`src/rtl/cnt_disp_drv_if.sv`:
```
// Bus between the binary counter stage and the seven-segment display driver.
// The master side drives the count; the slave side (the driver) produces the display lines.
interface cnt_disp_drv_if #(
  parameter int N = 8
);
  logic [N-1:0] bin_in;
  logic         upd;
  logic [3:0]   sel;
  logic [7:0]   seg;

  modport master (output bin_in, input upd, input sel, input seg);
  modport slave  (input bin_in, output upd, output sel, output seg);
endinterface

```
`src/rtl/cnt_disp_drv.sv`:
```
// Sequential double-dabble BCD converter feeding a 4-digit multiplexed common-anode display.
// Optional feature macro: LEAD_ZERO_BLANK_EN (blank leading zero digits, units always shown).
module cnt_disp_drv #(
  parameter int N        = 8,
  parameter int SCAN_DIV = 50000
) (
  input logic           sys_clk,
  input logic           sys_rst_n,
  cnt_disp_drv_if.slave bus
);
  localparam int KW = (N < 2) ? 1 : $clog2(N);
  localparam int DW = $clog2(SCAN_DIV);

  localparam logic [1:0] ST_IDLE  = 2'd0;
  localparam logic [1:0] ST_SHIFT = 2'd1;
  localparam logic [1:0] ST_LATCH = 2'd2;

  function automatic logic [3:0] add3(input logic [3:0] d);
    logic [3:0] r;
    if (d >= 4'd5) begin
      r = d + 4'd3;
    end else begin
      r = d;
    end
    return r;
  endfunction

  function automatic logic [7:0] seg_decode(input logic [3:0] d);
    logic [7:0] r;
    case (d)
      4'd0:    r = 8'hC0;
      4'd1:    r = 8'hF9;
      4'd2:    r = 8'hA4;
      4'd3:    r = 8'hB0;
      4'd4:    r = 8'h99;
      4'd5:    r = 8'h92;
      4'd6:    r = 8'h82;
      4'd7:    r = 8'hF8;
      4'd8:    r = 8'h80;
      4'd9:    r = 8'h90;
      default: r = 8'hFF;
    endcase
    return r;
  endfunction

  logic [1:0]    state_r;
  logic [KW-1:0] k_r;
  logic [N-1:0]  bin_r;
  logic [15:0]   bcd_r;
  logic [15:0]   disp_bcd_r;
  logic [DW-1:0] div_cnt_r;
  logic [1:0]    dig_idx_r;
  logic          upd_r;
  logic [3:0]    sel_r;
  logic [7:0]    seg_r;

  logic [15:0]   corr_s;
  logic [15+N:0] shifted_s;
  logic [3:0]    nib_s;
  logic          blank_s;

  // Per-nibble add-3 correction, then one left shift of the combined {bcd, bin} register
  always_comb begin
    corr_s    = {add3(bcd_r[15:12]), add3(bcd_r[11:8]), add3(bcd_r[7:4]), add3(bcd_r[3:0])};
    shifted_s = {corr_s, bin_r} << 1;
  end

  // Select the displayed nibble and decide whether it is a blanked leading zero
  always_comb begin
    nib_s   = 4'd0;
    blank_s = 1'b0;
    case (dig_idx_r)
      2'd0:    nib_s = disp_bcd_r[3:0];
      2'd1:    nib_s = disp_bcd_r[7:4];
      2'd2:    nib_s = disp_bcd_r[11:8];
      2'd3:    nib_s = disp_bcd_r[15:12];
      default: nib_s = 4'd0;
    endcase
`ifdef LEAD_ZERO_BLANK_EN
    case (dig_idx_r)
      2'd1:    blank_s = (disp_bcd_r[15:4] == 12'd0);
      2'd2:    blank_s = (disp_bcd_r[15:8] == 8'd0);
      2'd3:    blank_s = (disp_bcd_r[15:12] == 4'd0);
      default: blank_s = 1'b0;
    endcase
`else
    blank_s = 1'b0;
`endif
  end

  // Converter FSM: sample in IDLE, N correction+shift steps, then latch the result
  always_ff @(posedge sys_clk) begin
    if (!sys_rst_n) begin
      state_r    <= ST_IDLE;
      k_r        <= '0;
      bin_r      <= '0;
      bcd_r      <= 16'd0;
      disp_bcd_r <= 16'd0;
    end else begin
      case (state_r)
        ST_IDLE: begin
          bin_r   <= bus.bin_in;
          bcd_r   <= 16'd0;
          k_r     <= '0;
          state_r <= ST_SHIFT;
        end
        ST_SHIFT: begin
          bcd_r <= shifted_s[15+N:N];
          bin_r <= shifted_s[N-1:0];
          k_r   <= k_r + KW'(1);
          if (k_r == KW'(N - 1)) begin
            state_r <= ST_LATCH;
          end
        end
        ST_LATCH: begin
          disp_bcd_r <= bcd_r;
          state_r    <= ST_IDLE;
        end
        default: state_r <= ST_IDLE;
      endcase
    end
  end

  // Free-running scan divider stepping through the four digits
  always_ff @(posedge sys_clk) begin
    if (!sys_rst_n) begin
      div_cnt_r <= '0;
      dig_idx_r <= 2'd0;
    end else if (div_cnt_r == DW'(SCAN_DIV - 1)) begin
      div_cnt_r <= '0;
      dig_idx_r <= dig_idx_r + 2'd1;
    end else begin
      div_cnt_r <= div_cnt_r + DW'(1);
    end
  end

  // Output stage: sel and seg share one register so they always switch together
  always_ff @(posedge sys_clk) begin
    if (!sys_rst_n) begin
      upd_r <= 1'b0;
      sel_r <= 4'hF;
      seg_r <= 8'hFF;
    end else begin
      upd_r <= (state_r == ST_LATCH);
      sel_r <= ~(4'b0001 << dig_idx_r);
      seg_r <= blank_s ? 8'hFF : seg_decode(nib_s);
    end
  end

  assign bus.upd = upd_r;
  assign bus.sel = sel_r;
  assign bus.seg = seg_r;
endmodule

```
`src/flat_wrapper.sv`:
```
// flat-port wrapper written by rule: the top's interface ports become plain ports
module cnt_disp_drv_flat 
#(
  parameter int N        = 8,
  parameter int SCAN_DIV = 50000
)
  (sys_clk, sys_rst_n, bus_bin_in, bus_upd, bus_sel, bus_seg);
  cnt_disp_drv_if #(.N(N)) bus_i ();
  input logic sys_clk;
  input logic sys_rst_n;
  input wire logic [$bits(bus_i.bin_in)-1:0] bus_bin_in;
  output wire logic [$bits(bus_i.upd)-1:0] bus_upd;
  output wire logic [$bits(bus_i.sel)-1:0] bus_sel;
  output wire logic [$bits(bus_i.seg)-1:0] bus_seg;
  assign bus_i.bin_in = bus_bin_in;
  assign bus_upd = bus_i.upd;
  assign bus_sel = bus_i.sel;
  assign bus_seg = bus_i.seg;
  cnt_disp_drv #(.N(N), .SCAN_DIV(SCAN_DIV)) u_core (.sys_clk(sys_clk), .sys_rst_n(sys_rst_n), .bus(bus_i));
endmodule
```
`config.mk`:
```
export PLATFORM = sky130hd
export DESIGN_NAME = cnt_disp_drv_flat
export DESIGN_NICKNAME = d
export VERILOG_FILES = /design/src/rtl/cnt_disp_drv_if.sv /design/src/rtl/cnt_disp_drv.sv /design/src/flat_wrapper.sv
export SDC_FILE = /design/constraint.sdc
export NUM_CORES = 1
export LEC_CHECK = 0
export CORE_MARGIN = 2
export CORE_UTILIZATION = 45
export DETAILED_ROUTE_END_ITERATION = 12
export GPL_TIMING_DRIVEN = 0
export PLACE_DENSITY_LB_ADDON = 0.12
export SYNTH_ARGS = -nofsm -noshare
export SYNTH_HDL_FRONTEND = slang
export SYNTH_SLANG_ARGS = --single-unit
export TNS_END_PERCENT = 30
```
`constraint.sdc`:
```
create_clock -name sys_clk -period 1.84 [get_ports sys_clk]
set_input_delay 0.552 -clock sys_clk [delete_from_list [all_inputs] [get_ports sys_clk]]
set_output_delay 0.552 -clock sys_clk [all_outputs]
set_load 0.01 [all_outputs]
```
# Word-level counts from Yosys, hierarchy flattened
# Memory sizes are Yosys's and may differ from the RTL's. A register that Yosys moved wholly into a read port is not among the register bits.
# Cells that the tools add are included.
# op_classes
shift,1
eq_ne,8
bitwise_logic,2
add_sub_neg,7
n_reduce_logical,5
n_lt_le_gt_ge,4
mux,10
# ops
op,count
16-bit one-hot mux with 2 select lines,1
"16-bit by 1-bit adder with 16-bit output, second input constant",1
"16-bit equality test, second input constant",1
"4-bit by 3-bit >= comparator with 1-bit output, second input constant",4
4-bit one-hot mux with 4 select lines,1
8-bit one-hot mux with 2 select lines,1
"4-bit by 2-bit adder with 4-bit output, second input constant",3
4-bit two-way mux,3
"2-bit equality test, second input constant",3
3-bit one-hot mux with 2 select lines,1
"2-bit by 1-bit equality test with 1-bit output, second input constant",2
2-bit logical NOT,2
4-bit inverter,1
2-bit one-hot mux with 2 select lines,1
"1-bit by 2-bit left shift with 4-bit output, first input constant",1
"3-bit by 1-bit adder with 3-bit output, second input constant",1
"3-bit by 2-bit adder with 3-bit output, second input constant",1
"3-bit equality test, second input constant",1
3-bit two-way mux,1
"2-bit by 1-bit adder with 2-bit output, second input constant",1
2-bit two-way mux,1
"2-bit by 1-bit inequality test with 1-bit output, second input constant",1
2-bit nonzero test,1
2-bit OR reduction,1
other kinds (2),2
# totals
romBits,112
inputBits,10
out_inout_bits,13
wordCells,48
memories,1
ff_bits,76
# memory_table
memory,words,width,read_ports,rd_clocked_by_memory_dff,wr,line_no,text
(name not given),16,7,1,1,0,cnt_disp_drv.sv:30,case (d)

# Depth between registers and ports, before layout
# logic_depth
depth_word,3
ltp_mapped,9
ltp_nobuf,9

# Worst setup path before layout
# OpenSTA, ideal clock, no wires.
# synth_timing
path_kind,reg-to-reg
startpoint,register u_core.dig_idx_r[0]
endpoint,register u_core.seg_r[5] (netlist: u_core.bus.seg[5])
path_slack_ns,-0.181
setup_time_ns,0.124
n_path_buf,0
stages_incl_launch_ff,10
t_arrival_ns,1.897
path_cell_list,dfxtp_1 inv_1 ha_1 a222oi_1 mux2_2 inv_1 ha_1 nor3b_1 a21oi_1 nand2b_1
# synth_via
elab_chain_cells,2
elab_cells_between_ends,5
classes_between,eq/ne: 3; mux: 1; reduce/logical: 1
# synth_rtl
item,line_no,text
from (decl),cnt_disp_drv.sv:52,logic [1:0] dig_idx_r;
from (signal assigned),cnt_disp_drv.sv:131,dig_idx_r <= dig_idx_r + 2'd1;
2-bit equality test (tied with other cells),cnt_disp_drv.sv:72,case (dig_idx_r)
4-bit one-hot mux with 4 select lines *,cnt_disp_drv.sv:72,
to (decl),cnt_disp_drv.sv:55,logic [7:0] seg_r;
# Every way passes the cells marked *; elsewhere a longest branch is shown, timed or not.
# A chain may end at the register's enable or synchronous reset.

# Worst setup path in the final report
# layout_timing
startpoint,register u_core.dig_idx_r[0]
endpoint,register u_core.seg_r[3] (netlist: u_core.bus.seg[3])
# Same word-level chain as after synthesis.

==> results.sh <==
export IMPL_cell_area_after_technology_mapping_um2=3470
export IMPL_path_max_fanout=7
export IMPL_synth_cell_type_count=41
export IMPL_drt_pre_antenna_iters=4
export IMPL_timing_critical_path_to_type="register"
export IMPL_power_leakage_nw=1.56
export IMPL_min_period_over_period=1.08
export IMPL_latest_clock_arrival_within_the_worst_skew_pair_ns=0.35
export IMPL_pin_count_of_the_biggest_net_entering_global_routing=12
export IMPL_finalHoldViolCount=0
export IMPL_root_buffer="clkbuf_8"
export IMPL_route_detailed_vias_per_inst=4.95
export IMPL_violated_checks="negative setup slack"
export IMPL_synth_edff_count=0
export IMPL_area_of_all_placed_cells_without_fillers_um2=4130
export IMPL_grt_remaining_overflow=0
export IMPL_first_pass_grt_wire_length_um=12100
export IMPL_diodes=0
export IMPL_critical_path_required_ns=2.14
export IMPL_num_fill_cells=716
export IMPL_gpl_final_weighted_congestion=0.775
export IMPL_fin_ws_ns=-0.142
export IMPL_ctsLongestPathBuffers=2
export IMPL_status="finished with violations"
export IMPL_design_die_area_um2=8440
export IMPL_route_vias_total=2657
export IMPL_timing_final_crit_period_ns=1.98
export IMPL_postSynthRegisterBits=75
export IMPL_ys_warn_count=0
export IMPL_cts_buffers=9
export IMPL_netlist_instances=394
export IMPL_overall_routed_net_length_um=7070
export IMPL_grt_setup_unrepaired="true"
export IMPL_clock_sinks=75
export IMPL_synthFlopType="dfxtp_1"
export IMPL_clk_pin_slew_ns=0.07
export IMPL_area_growth_syn_to_layout_pct=19.0
export IMPL_place_port_buffers=21
export IMPL_detailed_route_drc_error_count=0
export IMPL_placed_area_um2=3830
export IMPL_route_antenna_remaining_nets=0
export IMPL_via_count_of_the_first_global_routing_pass=2544
export IMPL_proportion_of_register_bits_with_asynchronous_set_or_reset_after_synthesis=0
export IMPL_die_height_um=91.9
export IMPL_synth_area_per_cell_um2=8.82
export IMPL_mappedNetlistNets=423
export IMPL_std_cell_rows=32
export IMPL_floorplan_initialDensity=0.457
export IMPL_slew_viol_final=0
export IMPL_chipWidth_um=91.9
export IMPL_antenna_found_initial=0
export IMPL_tritoncts="yes"
export IMPL_timing_hold_worst_class="register to register"
export IMPL_register_area_um2=1510
export IMPL_net_count_reported_at_finish=460
export IMPL_achievable_clock_frequency_mhz=505
export IMPL_finClkSkew_ns=0.00781
export IMPL_worstPathArrival_ns=2.28
export IMPL_boundaryPins=23
export IMPL_setup_violations=11
export IMPL_fraction_of_final_layout_cells_with_drive_strength_greater_than_1=0.113
export IMPL_placement_setup_worst_slack_ns=-0.579
export IMPL_timing_max_cap_violations=0
export IMPL_worst_setup_path_type="register to register"
export IMPL_slew_headroom=0.619
export IMPL_startpoint_type="register"
export IMPL_drt_first_iter_violations=95
export IMPL_gr_usage_all_layers=0.184
export IMPL_multi_input_area_um2=1870
export IMPL_tightest_slew_ns=0.572
export IMPL_cellPowerDensity_nw_per_um2=748
export IMPL_routed_wire_length_per_instance_um=13.2
export IMPL_floorplan_core_area_um2=7610
export IMPL_hpwlAfterDp_um=5000
export IMPL_power_ir_vdd_worst_mv=0.508
export IMPL_post_synthesis_sequential_area_ratio=0.432
export IMPL_cts_htree_levels=3
-- cells in the final DEF (no fill, tap or decap), types with 9 or more instances in the layout --
cell,instances
a22oi_1,13
clkbuf_1,10
o21ai_0,15
clkbuf_8,11
xor2_1,9
xnor2_1,13
clkdlybuf4s50_1,21
and2_1,10
nand2_1,68
nor2_1,25
dfxtp_1,73
mux2i_1,10
a21boi_0,19
ha_1,14
inv_1,17
nor2b_1,18
-- cells by family (layout without fill, tap and decap cells) --
group | after synthesis | in the layout | share of synthesized area
AO/OA/AOI/OAI | 74 | 74 | 0.150
XOR/XNOR | 22 | 22 | 0.0555
adder cells (fa/ha/maj) | 19 | 19 | 0.0684
buffers and inverters | 39 | 80 | 0.0454
flip-flops | 75 | 75 | 0.432
multiplexers | 13 | 13 | 0.0400
other | 1 | 1 | 0.00108
AND/OR/NAND/NOR | 151 | 151 | 0.207
-- critical path, cell delays in order (launching register included) --
cell	delay (ns)
dfxtp_4	0.38
inv_4	0.05
ha_4	0.17
buf_4	0.13
a222oi_1	0.44
mux2i_4	0.20
nand2b_4	0.20
o311ai_4	0.23
a21o_1	0.11
-- power by group --
group / leakage, nW / internal [mW] / switching [mW]
Combinational: 0.850 / 0.0783 / 0.0703
Sequential: 0.611 / 1.65 / 0.0153
Clock: 0.0995 / 0.693 / 0.589
-- repair_timing --
action,in CTS,in global routing
endpoints found under the setup margin,30,40
hold buffers,0,0
gates cloned,0,0
buffers inserted,4,3
pin swaps,4,6
gates resized for setup,12,10
-- metal layers --
layer,track usage,up-vias,wire [um]
li1,-,1386,-
met1,0.261,1235,3780
met2,0.265,26,2940
met3,0.0518,10,220
met4,0.0709,0,125
met5,0,-,0
-- cells in the mapped netlist, types with 2 or more instances --
library cell / n / area, um2
mux2i_1: 10 / 100
and3_1: 3 / 18.8
nand2_1: 69 / 259
mux2i_2: 2 / 27.5
a21boi_0: 19 / 143
a222oi_1: 4 / 40.0
dfxtp_1: 75 / 1500
a32oi_1: 3 / 26.3
xor2_1: 9 / 78.8
nand4_1: 3 / 18.8
clkbuf_1: 13 / 48.8
nand3_1: 6 / 30.0
buf_2: 6 / 30.0
o211ai_1: 3 / 22.5
inv_1: 18 / 67.6
nor2_1: 25 / 93.8
a22oi_1: 13 / 97.6
a21oi_1: 6 / 30.0
nand2b_1: 7 / 43.8
nor3b_1: 2 / 15.0
o21ai_0: 17 / 85.1
ha_1: 19 / 238
a21o_1: 5 / 37.5
and2_1: 10 / 62.6
nor2b_1: 19 / 119
xnor2_1: 13 / 114
-- path summary, 6_finish.rpt --
kind,from,slack [ns],depth (start not counted),endpoint
hold reg to reg,u_core.disp_bcd_r[5],0.46,2,u_core.disp_bcd_r[5]
hold / removal,u_core.disp_bcd_r[5],0.46,2,u_core.disp_bcd_r[5]
setup / recovery,u_core.dig_idx_r[0],-0.14,8,u_core.bus.seg[3]
setup reg to reg,u_core.dig_idx_r[0],-0.14,8,u_core.bus.seg[3]
-- registers in the layout, summed over array words and instances (netlist names) --
name               count
u_core.bcd_r          16
u_core.disp_bcd_r     16
u_core.div_cnt_r      16
u_core.bin_r           8
u_core.bus.seg         7
u_core.bus.sel         4
u_core.k_r             3
u_core.dig_idx_r       2
u_core.state_r         2
u_core.bus.upd         1
-- cell type report --
cell class                 count  area share
inverter                      18      0.0170
multi-input combinational    280       0.453
timing repair buffer          28      0.0645
clock buffer                  13      0.0384
tap                          102      0.0309
clock inverter                 2     0.00848
buffer                        19      0.0224
sequential                    75       0.365
-- metrics by stage --
stage	total power [mW]	utilization	hold WS, ns	setup TNS (ns)	instances
floorplan	1.78	-	0.430	0	394
global placement	1.85	0.503	0.449	-8.05	517
detailed placement	1.85	0.503	0.454	-8.63	517
CTS	3.13	0.538	0.466	-0.522	536
global route	3.22	0.543	0.493	-1.56	537
finish	3.09	0.543	0.465	-0.649	537
Note: power is estimated with default switching activity, not from simulation.
